[src/rtl/serial_subtractor.sv]
// serial_subtractor: bit-serial unsigned o = i1 - i2 - bin, one bit per clock, start/done handshake.
// Optional saturating mode when SERIAL_SUB_SAT_EN is defined.
module serial_subtractor #(
    parameter int WIDTH = 4
) (
    input  logic             clk,
    input  logic             rst_n,
    input  logic             start,
    input  logic [WIDTH-1:0] i1,
    input  logic [WIDTH-1:0] i2,
    input  logic             bin,
    output logic             busy,
    output logic             done,
    output logic [WIDTH-1:0] o,
    output logic             bout
);
    localparam int CW = $clog2(WIDTH);

    typedef enum logic [1:0] {IDLE, RUN, DONE} state_t;

    state_t           state;
    logic [WIDTH-1:0] a_sr, b_sr, res;
    logic [CW-1:0]    cnt;
    logic             br;
    logic             a, b, d, br_next;
    logic [WIDTH-1:0] diff;

    assign a       = a_sr[0];
    assign b       = b_sr[0];
    assign d       = a ^ b ^ br;
    assign br_next = (~a & b) | (~(a ^ b) & br);
    assign diff    = {d, res[WIDTH-1:1]};

    always_ff @(posedge clk or negedge rst_n) begin
        if (!rst_n) begin
            state <= IDLE;
            a_sr  <= '0;
            b_sr  <= '0;
            res   <= '0;
            cnt   <= '0;
            br    <= 1'b0;
            busy  <= 1'b0;
            done  <= 1'b0;
            o     <= '0;
            bout  <= 1'b0;
        end else if (state == RUN) begin
            res  <= diff;
            a_sr <= a_sr >> 1;
            b_sr <= b_sr >> 1;
            br   <= br_next;
            cnt  <= cnt + 1'b1;
            if (cnt == CW'(WIDTH - 1)) begin
`ifdef SERIAL_SUB_SAT_EN
                o <= br_next ? '0 : diff;
`else
                o <= diff;
`endif
                bout  <= br_next;
                busy  <= 1'b0;
                done  <= 1'b1;
                state <= DONE;
            end
        end else begin
            // IDLE and DONE both accept a new request
            done  <= 1'b0;
            busy  <= start;
            state <= start ? RUN : IDLE;
            if (start) begin
                a_sr <= i1;
                b_sr <= i2;
                br   <= bin;
                res  <= '0;
                cnt  <= '0;
            end
        end
    end
endmodule

[config.mk]
export PLATFORM = sky130hd
export DESIGN_NAME = serial_subtractor
export DESIGN_NICKNAME = d
export VERILOG_FILES = /design/src/rtl/serial_subtractor.sv
export SDC_FILE = /design/constraint.sdc
export NUM_CORES = 1
export LEC_CHECK = 0
export ABC_CLOCK_PERIOD_IN_PS = 1520
export CORE_ASPECT_RATIO = 0.7
export CORE_UTILIZATION = 49
export DETAILED_ROUTE_END_ITERATION = 16
export PLACE_DENSITY = 0.87
export SLEW_MARGIN = 20
export SYNTH_ARGS = -nofsm -noshare
export SYNTH_HDL_FRONTEND = slang
export SYNTH_SLANG_ARGS = --single-unit
export TNS_END_PERCENT = 5
[constraint.sdc]
create_clock -name clk -period 1.52 [get_ports clk]
set_clock_uncertainty 0.05 [all_clocks]
set_input_delay 0.304 -clock clk [delete_from_list [all_inputs] [get_ports clk]]
set_output_delay 0.304 -clock clk [all_outputs]
set_load 0.02 [all_outputs]
==> parameters.txt, run 1 <==
Parameter                              Value

Route
  Number of antenna-violating nets in the routed design    0
  Detailed-route via count    574
  Drt first-iter violations    9
  Average wire per standard cell    12.37 µm
  Via count normalized by instance count    4.783
  Routed wire length    1.484 mm
  Number of iterations in the first detailed-routing pass    4
  Number of remaining DRC errors    0

Critical path
  Endpoint required time on the critical path    1.17 ns
  Critical Path Source Type    flop
  Critical path capture point type    output pin
  Worst setup path class    reg -> out
  Highest-delay cell along the critical path    sky130_fd_sc_hd__dfrtp_1
  Crit path max-delay family    flip-flops
  Crit path arrival time    1.04 ns
  Ordered cell list for the critical path    dlygate4sd2_1
  Buffers and inverters on the worst path    1
  Delay of the slowest critical-path stage    0.42 ns
  Highest net fanout along the worst path    3

Global routing
  GR Util All Layers    17.39%
  Largest net degree at the start of global routing    27
  GR Overflow Total    0
  Initial antenna violation count    0
  Global-route wire length before repair    2.366 mm
  Via count of the first global-routing pass    531

Cells and area
  Area growth syn-to-layout    25.00%
  Share of the core filled with cells in the final layout    68.82%
  Ratio of cells with drive above 1 in the final layout    14.14%
  Layout fillers    137
  Sequential Area    525.5 µm²
  Count of non-filler cells in the finished layout    120
  Final-stage net count    114
  N_diodes    0
  Area of the multi-input gates    347.8 µm²

Clocking
  Clock buffers created by TritonCTS    3
  Number of buffers inserted for hold repair after clock tree synthesis    0
  Clock tree from TritonCTS    done
  Clock transition at path regs    0.12 ns
  Clock insertion delay at the later pin of the skew report    0.30 ns
  Number of clock sinks seen by CTS    21
  Maximum level of the CTS H-tree    1
  Root buffer cell    sky130_fd_sc_hd__clkbuf_4
  Clk buf depth    2

Die
  Number of placement rows    12
  Core Region    0.001682 mm²
  Die outline area    0.002070 mm²
  Horizontal die dimension    53.96 µm
  Die outline height    38.37 µm
  Initial core utilization    55.06%
  Count of pins on the block boundary    19

Pwr
  Part of the power in registers    44.4%
  Worst ir drop on vdd    1.648 mV
  Power share of the combinational group    43.1%
  Total power divided by cell area    1833 mW/mm²
  Sw frac    36.93%
  Cell Int Power    1.338 mW
  Net Switching    783.4 µW
  Clock network fraction of total power    12.5%
  LEAKAGE    0.5593 nW

Logic synthesis
  Synth Net Count    92
  Total of flip-flops plus latches after synthesis    21
  Cell count after synthesis    78
  Number of enable flip-flop cells after synthesis    0
  Unique masters post-synth    18
  Part of the Yosys area used for sequential elements    56.76%
  Yosys Warn Count    0
  Commonest cells post-synth    21 x sky130_fd_sc_hd__dfrtp_1, 11 x sky130_fd_sc_hd__nand2_1, 11 x sky130_fd_sc_hd__o21ai_0
  Library cell with the highest instance count after synthesis    sky130_fd_sc_hd__dfrtp_1
  Synthesized area    925.9 µm²
  Largest cells by area after synthesis    sky130_fd_sc_hd__dfrtp_1 57%, sky130_fd_sc_hd__mux2i_1 8.6%, sky130_fd_sc_hd__o21ai_0 5.9%, sky130_fd_sc_hd__mux2_2 4.9%, sky130_fd_sc_hd__nand2_1 4.5%
  Cell type with the highest aggregate area in the netlist    sky130_fd_sc_hd__dfrtp_1
  Dominant synthesized flop cell    sky130_fd_sc_hd__dfrtp_1
  Synthesized area divided by synthesized cell count    11.87 µm²
  Async S/R FF share, synth    100.0%
  Area share of the largest cell type after synthesis    56.76%

Worst hold path
  Tightest Hold Check Type    in -> async

Placed design
  I/O Buffers    18
  Post-Place Cells    116
  Placer congestion estimate    0.7155
  HPWL after DPL    1.042 mm
  Placement-stage worst setup slack    0.06245 ns

Status
  Run status    finished clean

STA
  Fraction of the cycle the final worst path needs    91.87%
  Worst Tran Pin Value    0.2669 ns
  Setup total negative slack    0 ns
  Unrepaired setup endpoints after global routing    false
  Clock period minus worst slack    1.396 ns
  Rel. slew slack    82.20%
  Slack of the critical path    0.1236 ns
  Hold Vio Cnt, Final    0
  Number of slew-limit violations in the final report    0
  Setup-violating endpoint count in the final report    0
  Maximum clock frequency    716.1 MHz

Flow run
  Reported max-cap violation count    0
-- flip-flops by register name, indices dropped and copies added (netlist names) --
name	count
a_sr	4
b_sr	4
bout	1
br	1
cnt	2
done	1
o	4
res	3
state	1
-- power groups by stage --
stage,sequential [mW],clock [mW],combinational [mW]
6_report,0.942,0.265,0.915
5_1_grt,0.972,0.296,1.03
4_1_cts,0.945,0.277,0.928
3_5_place_dp,0.959,0,0.982
3_3_place_gp,0.947,0,0.960
2_1_floorplan,1.03,0,0.587
-- worst paths after layout --
check / endpoint / slack, ns / startpoint / cells past startpoint
worst max-delay path: busy / 0.12 / state[0]$_DFFE_PN0P_ / 1
worst min-delay path: done$_DFFE_PN0P_ / 0.29 / rst_n / 2
worst max register to register: o[3]$_DFFE_PN0P_ / 0.17 / b_sr[0]$_DFFE_PN0P_ / 3
worst min register to register: bout$_DFFE_PN0P_ / 0.44 / bout$_DFFE_PN0P_ / 2
max in group asynchronous: a_sr[2]$_DFFE_PN0P_ / 0.92 / rst_n / 2
min in group clk: bout$_DFFE_PN0P_ / 0.44 / bout$_DFFE_PN0P_ / 2
-- cell type report --
class                   count  area share, %
inverters                   3         0.9730
well taps                  21          2.270
multi-input cells          50          30.05
clock buffers               3          1.946
repair buffers             21          18.92
clock inverters             1         0.4324
flip-flops and latches     21          45.41
-- cells by family after synthesis --
kind of cell / share of synthesized area, %
AO/OA/AOI/OAI: 7.297
adder cells (fa/ha/maj): 3.513
buffers and inverters: 5.676
flip-flops: 56.76
multiplexers: 15.13
AND/OR/NAND/NOR: 11.62
-- metrics by stage --
step                      hold slack, ns  instance area, µm²  power [mW]
after detailed placement          0.4179                1139       1.941
after floorplan                 -0.04159               925.9       1.615
final                             0.2861                1157       2.121
after global placement            0.4143                1139       1.907
after global routing              0.3185                1157       2.303
after CTS                         0.2892                1157       2.149
-- repair_timing --
action | 4_1_cts | 5_1_grt
setup buffers | 0 | 0
resized for setup | 7 | 0
setup endpoints to repair | 7 | 0
-- per-layer routing --
metal | vias to the layer above | part of all wire (%) | GRT usage, %
met2 | 15 | 41 | 26.23
li1 | 301 | - | -
met3 | 2 | 5.1 | 8.333
met4 | 0 | 0.67 | 3.947
met5 | - | 0 | 0
met1 | 256 | 53 | 22.45
-- cells in the final DEF, fill, tap and decap left out, drive strengths merged, types with 3 or more instances in the layout --
master         count
clkbuf             3
dfrtp             21
clkdlybuf4s50     11
o21ai             11
mux2               5
nand2b             4
buf                3
mux2i              8
nor2               4
dlygate4sd2        7
nand2             11
inv                3
Note: power is estimated with default switching activity, not from simulation.
==> inputs of run 2 (changes only) <==
==> constraint.sdc (replaced) <==
create_clock -name clk -period 1.52 [get_ports clk]
set_clock_uncertainty 0.05 [all_clocks]
set_input_delay 0.456 -clock clk [delete_from_list [all_inputs] [get_ports clk]]
set_output_delay 0.456 -clock clk [all_outputs]
set_load 0.02 [all_outputs]
==> parameters.txt, run 2 (synthesized netlist as in run 1, its figures left out) <==
Parameter                              Value

Status
  Run status    finished clean

Global routing
  Initial antenna violation count    0 (unchanged)
  GR Overflow Total    0 (unchanged)
  GR Util All Layers    19.11% (+1.7 points)
  GR met2 Demand/Resource    25.62% (-0.62 points)
  Met3 capacity usage during global routing    8.333% (unchanged)
  Global-route wire length before repair    2.518 mm (+6.4%)
  Peak-usage layer in the global routing report    met1
  Largest net degree at the start of global routing    27 (unchanged)
  Met1 demand-to-capacity share in global routing    26.46% (+4.0 points)
  Via count of the first global-routing pass    524 (-1.3%)

Pwr
  LEAKAGE    0.5465 nW (-2.3%)
  Total power divided by cell area    1875 mW/mm² (+2.3%)
  Worst ir drop on vdd    1.464 mV (-11%)

STA
  Final Hold Slack    0.4043 ns (+0.1182 ns)
  Fraction of the cycle the final worst path needs    93.14% (+1.3 points)
  Hold Vio Cnt, Final    0 (unchanged)
  Setup total negative slack    0 ns (unchanged)
  Unrepaired setup endpoints after global routing    false
  Clock period minus worst slack    1.416 ns (+0.01925 ns)
  Setup-violating endpoint count in the final report    0 (unchanged)
  Maximum clock frequency    706.4 MHz (-1.4%)
  Number of slew-limit violations in the final report    0 (unchanged)
  Worst Tran Pin Value    0.2671 ns (+0.0002052 ns)
  Rel. slew slack    82.19% (about the same)

Placed design
  HPWL after DPL    1.084 mm (+4.0%)
  I/O Buffers    18 (unchanged)
  Post-Place Cells    116 (unchanged)
  Placer congestion estimate    0.7184 (+0.41%)

Clocking
  Number of buffers inserted for hold repair after clock tree synthesis    0 (unchanged)
  Clock insertion delay at the later pin of the skew report    0.32 ns (+0.02 ns)
  Clock buffers created by TritonCTS    3 (unchanged)
  Maximum level of the CTS H-tree    1 (unchanged)
  Clk buf depth    2 (unchanged)
  Clock transition at path regs    0.13 ns (about the same)
  Number of clock sinks seen by CTS    21 (unchanged)
  Root buffer cell    sky130_fd_sc_hd__clkbuf_4
  Clock tree from TritonCTS    done

Cells and area
  Final-stage net count    114 (unchanged)
  Most frequent cells in the layout    21 x sky130_fd_sc_hd__dfrtp_1, 11 x sky130_fd_sc_hd__nand2_1, 11 x sky130_fd_sc_hd__o21ai_0, 11 x sky130_fd_sc_hd__clkdlybuf4s50_1, 8 x sky130_fd_sc_hd__mux2i_1
  N_diodes    0 (unchanged)
  Ratio of cells with drive above 1 in the final layout    21.21% (+7.1 points)
  Leading cell type in the layout, fill and taps excluded    sky130_fd_sc_hd__dfrtp_1
  Area growth syn-to-layout    22.16%
  Count of non-filler cells in the finished layout    120 (unchanged)
  Biggest regs    a_sr (4), b_sr (4), o (4)

Flow run
  Reported max-cap violation count    0 (unchanged)

Critical path
  Worst setup path class    reg -> out
  Buffers and inverters on the worst path    1 (unchanged)
  Critical path capture point type    output pin
  Startpoint of the worst-slack reg-to-reg timing path    b_sr[0]$_DFFE_PN0P_
  Register-to-Register Setup Slack    0.16 ns (about the same)
  Reg2reg end    o[3]$_DFFE_PN0P_
  Depth of the most critical reg-to-reg path    3 (unchanged)
  Crit path max-delay family    flip-flops
  Highest-delay cell along the critical path    sky130_fd_sc_hd__dfrtp_1
  Critical Path Source Type    flop
  Delay of the slowest critical-path stage    0.42 ns (about the same)
  Ordered cell list for the critical path    buf_2
  Crit path arrival time    0.91 ns (-0.13 ns)
  Highest net fanout along the worst path    3 (unchanged)
  Endpoint required time on the critical path    1.01 ns (-0.16 ns)

Route
  Number of antenna-violating nets in the routed design    0 (unchanged)
  Number of iterations in the first detailed-routing pass    4 (unchanged)
  Routed wire length    1.549 mm (+4.4%)
  Number of remaining DRC errors    0 (unchanged)
  Via count normalized by instance count    4.875 (+1.9%)
  Average wire per standard cell    12.91 µm (+4.4%)
  Detailed-route via count    585 (+1.9%)
  Drt first-iter violations    5 (-4)

Die
  Die outline area    0.002070 mm² (unchanged)
  Count of pins on the block boundary    19 (unchanged)
  Horizontal die dimension    53.96 µm (unchanged)
  Core Region    0.001682 mm² (unchanged)
  Initial core utilization    55.06% (unchanged)
  Die outline height    38.37 µm (unchanged)
  Number of placement rows    12 (unchanged)

Worst hold path
  Tightest Hold Check Type    in -> async
run 2: area by class of cell:
type | instances | area [µm²]
multi-input combinational | 50 | 347.8
inverter | 3 | 11.26
clock inverter | 1 | 5.005
fill | 153 | 550.5
clock buffer | 3 | 22.52
tap | 21 | 26.28
sequential | 21 | 525.5
timing repair buffer | 21 | 192.7
run 2: what timing repair did:
| action | 4_1_cts | 5_1_grt |
|---|---|---|
| pin swaps | 0 | 0 |
| endpoints found under the hold margin | 0 | 0 |
| resized for setup | 16 | 7 |
| setup buffers | 0 | 0 |
| setup endpoints to repair | 7 | 7 |
run 2: metrics by stage:
| step | power [mW] | utilization (%) | setup slack [ns] | cell area, µm² |
|---|---|---|---|---|
| global placement | 1.906 | 67.71 | -0.06355 | 1139 |
| floorplan | 1.615 | - | 0.2311 | 925.9 |
| detailed placement | 1.948 | 67.71 | -0.07029 | 1139 |
| finish | 2.121 | 67.26 | 0.1043 | 1131 |
| CTS | 2.190 | 69.49 | -0.0008726 | 1169 |
| global route | 2.304 | 67.26 | 0.07423 | 1131 |
run 2: how the worst max path moves through the flow:
stage                                     from                  to  slack, ns  depth (start not counted)
after global placement                   start  cnt[0]$_DFFE_PN0P_      -0.06                          4
after detailed placement                 start  cnt[0]$_DFFE_PN0P_      -0.07                          4
after global routing      state[0]$_DFFE_PN0P_                busy       0.07                          1
after floorplan            a_sr[0]$_DFFE_PN0P_    o[3]$_DFFE_PN0P_       0.23                          2
after CTS                     bout$_DFFE_PN0P_                bout    -0.0009                          1
final                     state[0]$_DFFE_PN0P_                busy       0.10                          1
run 2: power breakdown:
part           switching [mW]  leakage [nW]  total, mW  internal [mW]
combinational           0.481         0.264      0.896          0.415
sequential              0.140         0.265      0.943          0.803
clock                   0.183        0.0177      0.281         0.0987
run 2: routing by layer:
metal,wire [µm],vias to the layer above
met5,0,-
met4,27,0
met3,104,5
met2,646,16
met1,770,261
li1,-,303
==> inputs of run 3 (changes only) <==
Settings changed: SLEW_MARGIN 20 to default.
==> results of run 3 <==
No change in the layout: final DEF, timing and power equal those of run 2.
